--- src/rtl/ifetch_pkg.sv ---
// Shared widths, stall bit indices and the fetched-word record for the IF stage.
package ifetch_pkg;

    localparam int InsAddrBus = 32;
    localparam int InsBus     = 32;
    localparam int StallBus   = 6;
    localparam int StallPc    = 0;
    localparam int StallIf    = 1;

    localparam logic [InsBus-1:0] NopInst = 32'h0000_0013;

    typedef struct packed {
        logic [InsBus-1:0]     inst;
        logic [InsAddrBus-1:0] pc;
        logic                  valid;
    } fetch_word_t;

    localparam fetch_word_t FetchEmpty = '{inst: NopInst, pc: '0, valid: 1'b0};

endpackage

--- src/rtl/if_skid.sv ---
// One-entry buffer that parks a completed fetch while IF/ID is frozen.
module if_skid
    import ifetch_pkg::*;
(
    input  logic        clk,
    input  logic        rst,
    input  logic        load,
    input  logic        clear,
    input  logic        drain,
    input  fetch_word_t in_word,
    output fetch_word_t out_word
);

    fetch_word_t buf_q;

    // A branch kills the parked word even if a load arrives in the same cycle.
    always_ff @(posedge clk or posedge rst) begin
        if (rst) begin
            buf_q <= FetchEmpty;
        end else if (clear) begin
            buf_q.valid <= 1'b0;
        end else if (load) begin
            buf_q <= in_word;
        end else if (drain) begin
            buf_q.valid <= 1'b0;
        end
    end

    assign out_word = buf_q;

endmodule

--- src/rtl/ifetch.sv ---
// Instruction fetch: single-outstanding req/ack read from instruction memory,
// IF/ID register, PC stall request and branch flush handling.
module ifetch
    import ifetch_pkg::*;
(
    input  logic                  clk,
    input  logic                  rst,
    input  logic [InsAddrBus-1:0] pc_i,
    input  logic [StallBus-1:0]   stall_i,
    input  logic                  flush_i,
    output logic                  stall_req_o,
    output logic                  mem_req_o,
    output logic [InsAddrBus-1:0] mem_addr_o,
    input  logic                  mem_ack_i,
    input  logic [InsBus-1:0]     mem_rdata_i,
    output logic [InsBus-1:0]     inst_o,
    output logic [InsAddrBus-1:0] inst_pc_o,
    output logic                  inst_valid_o
);

    localparam logic [1:0] LAUNCH = 2'd0;
    localparam logic [1:0] WAIT   = 2'd1;
    localparam logic [1:0] HOLD   = 2'd2;
    localparam logic [1:0] DRAIN  = 2'd3;

    logic [1:0]  state_q;
    logic [1:0]  state_d;
    logic        stall_if;
    logic        ack_take;
    logic        hold_take;
    logic        skid_load;
    fetch_word_t acked_word;
    fetch_word_t skid_word;
    logic        unused_stall;

    assign stall_if     = stall_i[StallIf];
    assign unused_stall = ^{stall_i[StallBus-1:StallIf+1], stall_i[StallPc]};

    assign ack_take   = (state_q == WAIT) && mem_ack_i && !stall_if && !flush_i;
    assign skid_load  = (state_q == WAIT) && mem_ack_i &&  stall_if && !flush_i;
    assign hold_take  = (state_q == HOLD) && !stall_if && !flush_i;
    assign acked_word = '{inst: mem_rdata_i, pc: mem_addr_o, valid: 1'b1};

    // The PC may only move when a word enters IF/ID or a branch redirects it.
    assign stall_req_o = rst || !(flush_i || ack_take || hold_take);

    always_comb begin
        state_d = state_q;
        case (state_q)
            LAUNCH: if (!flush_i) state_d = WAIT;
            WAIT: begin
                if (mem_ack_i)    state_d = (stall_if && !flush_i) ? HOLD : LAUNCH;
                else if (flush_i) state_d = DRAIN;
            end
            HOLD:   if (flush_i || !stall_if) state_d = LAUNCH;
            DRAIN:  if (mem_ack_i) state_d = LAUNCH;
            default: state_d = LAUNCH;
        endcase
    end

    // The request stays up through DRAIN because the bus cannot abort a read.
    always_ff @(posedge clk or posedge rst) begin
        if (rst) begin
            state_q    <= LAUNCH;
            mem_req_o  <= 1'b0;
            mem_addr_o <= '0;
        end else begin
            state_q   <= state_d;
            mem_req_o <= (state_d == WAIT) || (state_d == DRAIN);
            if ((state_q == LAUNCH) && !flush_i) mem_addr_o <= pc_i;
        end
    end

    always_ff @(posedge clk or posedge rst) begin
        if (rst) begin
            inst_o       <= NopInst;
            inst_pc_o    <= '0;
            inst_valid_o <= 1'b0;
        end else if (flush_i) begin
            inst_valid_o <= 1'b0;
        end else if (!stall_if) begin
            if (ack_take) begin
                inst_o       <= mem_rdata_i;
                inst_pc_o    <= mem_addr_o;
                inst_valid_o <= 1'b1;
            end else if (hold_take) begin
                inst_o       <= skid_word.inst;
                inst_pc_o    <= skid_word.pc;
                inst_valid_o <= skid_word.valid;
            end else begin
                inst_valid_o <= 1'b0;
            end
        end
    end

    if_skid u_skid (
        .clk     (clk),
        .rst     (rst),
        .load    (skid_load),
        .clear   (flush_i),
        .drain   (hold_take),
        .in_word (acked_word),
        .out_word(skid_word)
    );

endmodule

--- config.mk ---
export PLATFORM = sky130hd
export DESIGN_NAME = ifetch
export DESIGN_NICKNAME = d
export VERILOG_FILES = /design/src/rtl/ifetch_pkg.sv /design/src/rtl/if_skid.sv /design/src/rtl/ifetch.sv
export SDC_FILE = /design/constraint.sdc
export NUM_CORES = 1
export LEC_CHECK = 0
export CORE_AREA = 2 2 126 128
export CTS_CLUSTER_SIZE = 8
export DETAILED_ROUTE_END_ITERATION = 8
export DIE_AREA = 0 0 128 130
export GPL_ROUTABILITY_DRIVEN = 0
export GPL_TIMING_DRIVEN = 0
export PLACE_DENSITY = 0.73
export SLEW_MARGIN = 10
export SYNTH_ARGS = -nofsm -noshare
export SYNTH_HDL_FRONTEND = slang
export SYNTH_SLANG_ARGS = --single-unit
export TNS_END_PERCENT = 20
--- constraint.sdc ---
create_clock -name clk -period 15.15 [get_ports clk]
set_clock_uncertainty 0.05 [all_clocks]
set_input_delay 3.03 -clock clk [delete_from_list [all_inputs] [get_ports clk]]
set_output_delay 3.03 -clock clk [all_outputs]
set_load 0.1 [all_outputs]
## Word-level counts from Yosys, hierarchy flattened

Index checks and enable logic that the tools add are counted.

| operators by class | value |
|---|---|
| multiplexer cells | 18 |
| reductions and logical operators | 22 |
| bitwise gates (word level) | 2 |
| equal/unequal tests | 6 |

Operators by type and width:

| cell | count |
|---|---|
| $mux W32 | 4 |
| $mux W2 | 6 |
| $logic_and A1 B1 Y1 | 9 |
| $pmux W2 S4 | 1 |
| $mux W1 | 7 |
| $eq A2 B2 Y1 const B | 3 |
| $logic_or A1 B1 Y1 | 5 |
| $eq A2 B1 Y1 const B | 2 |
| $logic_not A1 Y1 | 3 |
| $reduce_and A3 Y1 | 1 |
| $reduce_bool A3 Y1 | 1 |
| $logic_not A2 Y1 | 1 |
| $ne A2 B1 Y1 const B | 1 |
| $not A1 Y1 | 2 |
| $reduce_and A2 Y1 | 1 |
| $reduce_bool A2 Y1 | 1 |

| word-level totals | value |
|---|---|
| output and inout port bits | 99 |
| word-level logic and storage cells | 57 |
| register bits after elaboration | 165 |
| input port bits | 74 |

## Logic depth before layout (Yosys ltp)

| logic depth | value |
|---|---|
| depth after elaboration | 8 |
| gate-level depth with buffers | 6 |
| depth with buffers taken out | 3 |

## Hierarchy

A second synthesis with hierarchy kept.

| second synthesis, totals | value |
|---|---|
| cells, all modules | 460 |
| area total of the unflattened synthesis | 6,976.7 µm² |

Modules (own cells, without submodules):

| module | cells each | instances | area each (µm²) |
|---|---|---|---|
| ifetch | 320 | 1 | 4,280.4 |
| if_skid | 140 | 1 | 2,696.3 |

## Worst setup path after synthesis

OpenSTA, ideal clock, no wires.

| timing path | value |
|---|---|
| path kind | input port to output port |
| start | input port rst |
| end | output port stall_req_o |
| arrival time | 9,880 ps |
| slack | 2,190 ps |
| path buffers | 0 |
| stages | 2 |
| required time | 12,070 ps |
| path through | inv_1 > o21ai_0 |

| on the way | value |
|---|---|
| word-level cells in the longest chain between the ends | 1 |

RTL lines:

| item | line | RTL |
|---|---|---|
| from (decl) | ifetch.sv:7 | `input logic rst,` |
| $logic_or A1 B1 Y1 | ifetch.sv:45 | `assign stall_req_o = rst \|\| !(flush_i \|\| ack_take \|\| hold_take);` |
| to (decl) | ifetch.sv:11 | `output logic stall_req_o,` |

No other way between the ends.

## Worst setup path in the final report

Ends and elaborated chain as after synthesis.

==> metrics <==
status=finished clean; post-cts resize count=0; Initial Util=43.1%; Worst Hold Class=reg -> reg; R2R depth=3; Hold Crit Depth=1; crit path time final=8.22 ns; commonest cells in the netlist=dfrtp_1, mux2_2, and2_1; port bufs=166; H-tree Lvls=4; Post-Route WL=15100 µm; Data required, critical path=12.07 ns; row count=46; Post-Synth Simple-Gate Area=7.75%; 1st-iter DRT viols=210; Seq cells post-synth=164; Final period util=54.3%; max cap viols=0; Hold Crit Start=u_skid.out_word[26]$_DFFE_PP0P_; vias in the first global route=4681; Die Y=130 µm; Arr. time, crit path=5.14 ns; # DRC=0; clk_lat worst skew=0.42 ns; first-pass GRT wire length=24500 µm; register area=4110 µm²; CTS root buf=clkbuf_16; first-pass detailed-route iteration total=4; Synth Instances=440; GR Overflow Total=0; area grow syn2layout=37.6%; DIE WIDTH=128 µm; Critical Path Start=rst; share of cells above drive strength 1=24.9%; Worst R2R Start=state_q[0]$_DFF_PP0_; # fillers=1223; syn nets=514; Fmax=0.122 GHz; vias per cell=5.30; Worst Tran Pin Value=1.03 ns; CTS buffer count=17; RSZ-0062 raised after global routing=false; post-synth top area share=59.5%; die area=16600 µm²; Hold Buf Count CTS=0; Fin. Hold Viols=0; postcts setup bufs=0; final net count=700; CP endpoint kind=output port; post-synthesis mux area share=16.3%; count of pins over their slew limit=0; sequential share of the synthesized area=61.8%; synthesized cell area=6650 µm²; largest family of logic cells by synthesized area=multiplexers; count leader, synth=dfrtp_1; Synth area leader=dfrtp_1; adder-cell share of the synthesized area=0%; Clock Tree Buf Depth=2; CP startpoint kind=input port; total clock sinks=164; Synth Area in XOR/XNOR=0%; CTS tree=done; Rel. slew slack=31.0%; initial antenna violation count=0; Detail Route Antenna Nets=0; leading post-synthesis cells by cell area=dfrtp_1, mux2_2, a221o_1; total track usage=19.1%; Async S/R FF share, synth=100%; Avg Inst Size Synth=15.1 µm²; Post-synth EDFFs=0; # setup viols final=0; Yosys cell types=24; Fin Setup TNS=0 ns; Reg clk slew, reported paths=0.06 ns; vias=4403; Compound-Gate Fraction of Synth Area=10.5%; WS Path Type=in -> out; pin count of the biggest net entering global routing=95; area of the multi-input gates=2300 µm²; Core Region=15400 µm²; Max FO, Critical Path=72; Post-synth top flop=dfrtp_1; ant diodes=0; Post-DP HPWL=10300 µm; Synthesis Warnings=0; wire length per cell=18.2 µm; Ports=173
layout make-up:
type	instances	area share, %
well taps	192	2.63
repair buffers	167	18.5
clock inverters	11	0.999
clock buffers	21	5.14
inverters	1	0.123
flip-flops and latches	164	45.0
plain buffers	30	2.57
multi-input cells	245	25.1
stage by stage:
stage / cell area, µm² / cells / worst slack, ns / hold slack, ns / util [%]
detailed placement: 8580 / 799 / 6.88 / 0.423 / 55.7
finish: 9150 / 831 / 6.93 / 0.433 / 59.3
floorplan: 6650 / 440 / 2.19 / 0.406 / -
global route: 9150 / 831 / 6.77 / 0.452 / 59.3
global placement: 8550 / 798 / 2.43 / 0.415 / 55.4
CTS: 9150 / 831 / 6.88 / 0.438 / 59.3
path summary, 6_finish.rpt:
path / endpoint / slack (ns)
min: u_skid.out_word[26]$_DFFE_PP0P_ / 0.43
max: stall_req_o / 6.93
max reg2reg: mem_addr_o[21]$_DFFE_PP0P_ / 13.22
max in group asynchronous: inst_pc_o[27]$_DFFE_PP0P_ / 11.24
min in group asynchronous: u_skid.out_word[47]$_DFFE_PP0P_ / 3.01
min reg2reg: u_skid.out_word[26]$_DFFE_PP0P_ / 0.43
registers in the layout, indices dropped and copies added (netlist names):
signal	cells
u_skid.out_word	65
inst_pc_o	32
inst_valid_o	1
inst_o	32
mem_addr_o	32
state_q	2
layer usage:
metal	GRT usage, %	wire length, µm	up-vias
met4	7.11	154	0
met1	25.1	6810	2256
met2	30.4	7260	128
li1	-	-	2008
met5	0	0	-
met3	5.33	886	11
critical path, cell delays in order:
cell             delay [ns]
clkdlybuf4s50_1        0.57
inv_8                  0.20
o21ai_0                0.14
clkdlybuf4s50_1        1.19
placed cells by master (no fill, tap or decap):
cell type        Yosys  routed
dfrtp_1            158     158
nor4b_4              1       1
nand3b_1             1       1
and3b_2              1       1
inv_8                0       1
nor2_1               2       2
buf_2               14      14
clkdlybuf4s50_1      0     166
and2b_2              1       1
o2bb2ai_1            1       1
nand2_4              1       1
mux2_1              15      15
dfstp_2              6       6
clkinvlp_4           0       4
mux2_2              81      81
inv_6                0       5
a221o_2              4       4
clkbuf_1             2       3
o21ai_0              2       2
buf_16               0       1
and2_1              64      64
a221o_1             61      61
clkbuf_16            0      17
clkinv_4             0       2
buf_6               14      14
nand2b_1             3       3
nor3_2               2       2
nand2_1              2       2
a21oi_1              2       2
a21oi_4              1       1
clkbuf_8             0       3
cell families (layout without fill, tap and decap cells):
kind of cell / after synthesis / count (layout)
AO/OA/AOI/OAI: 71 / 71
buffers and inverters: 31 / 230
multiplexers: 96 / 96
AND/OR/NAND/NOR: 78 / 78
flip-flops: 164 / 164
Power is left out: the tool's default activity adds up to more than one toggle a clock period on the data nets, which glitch-free logic cannot reach.
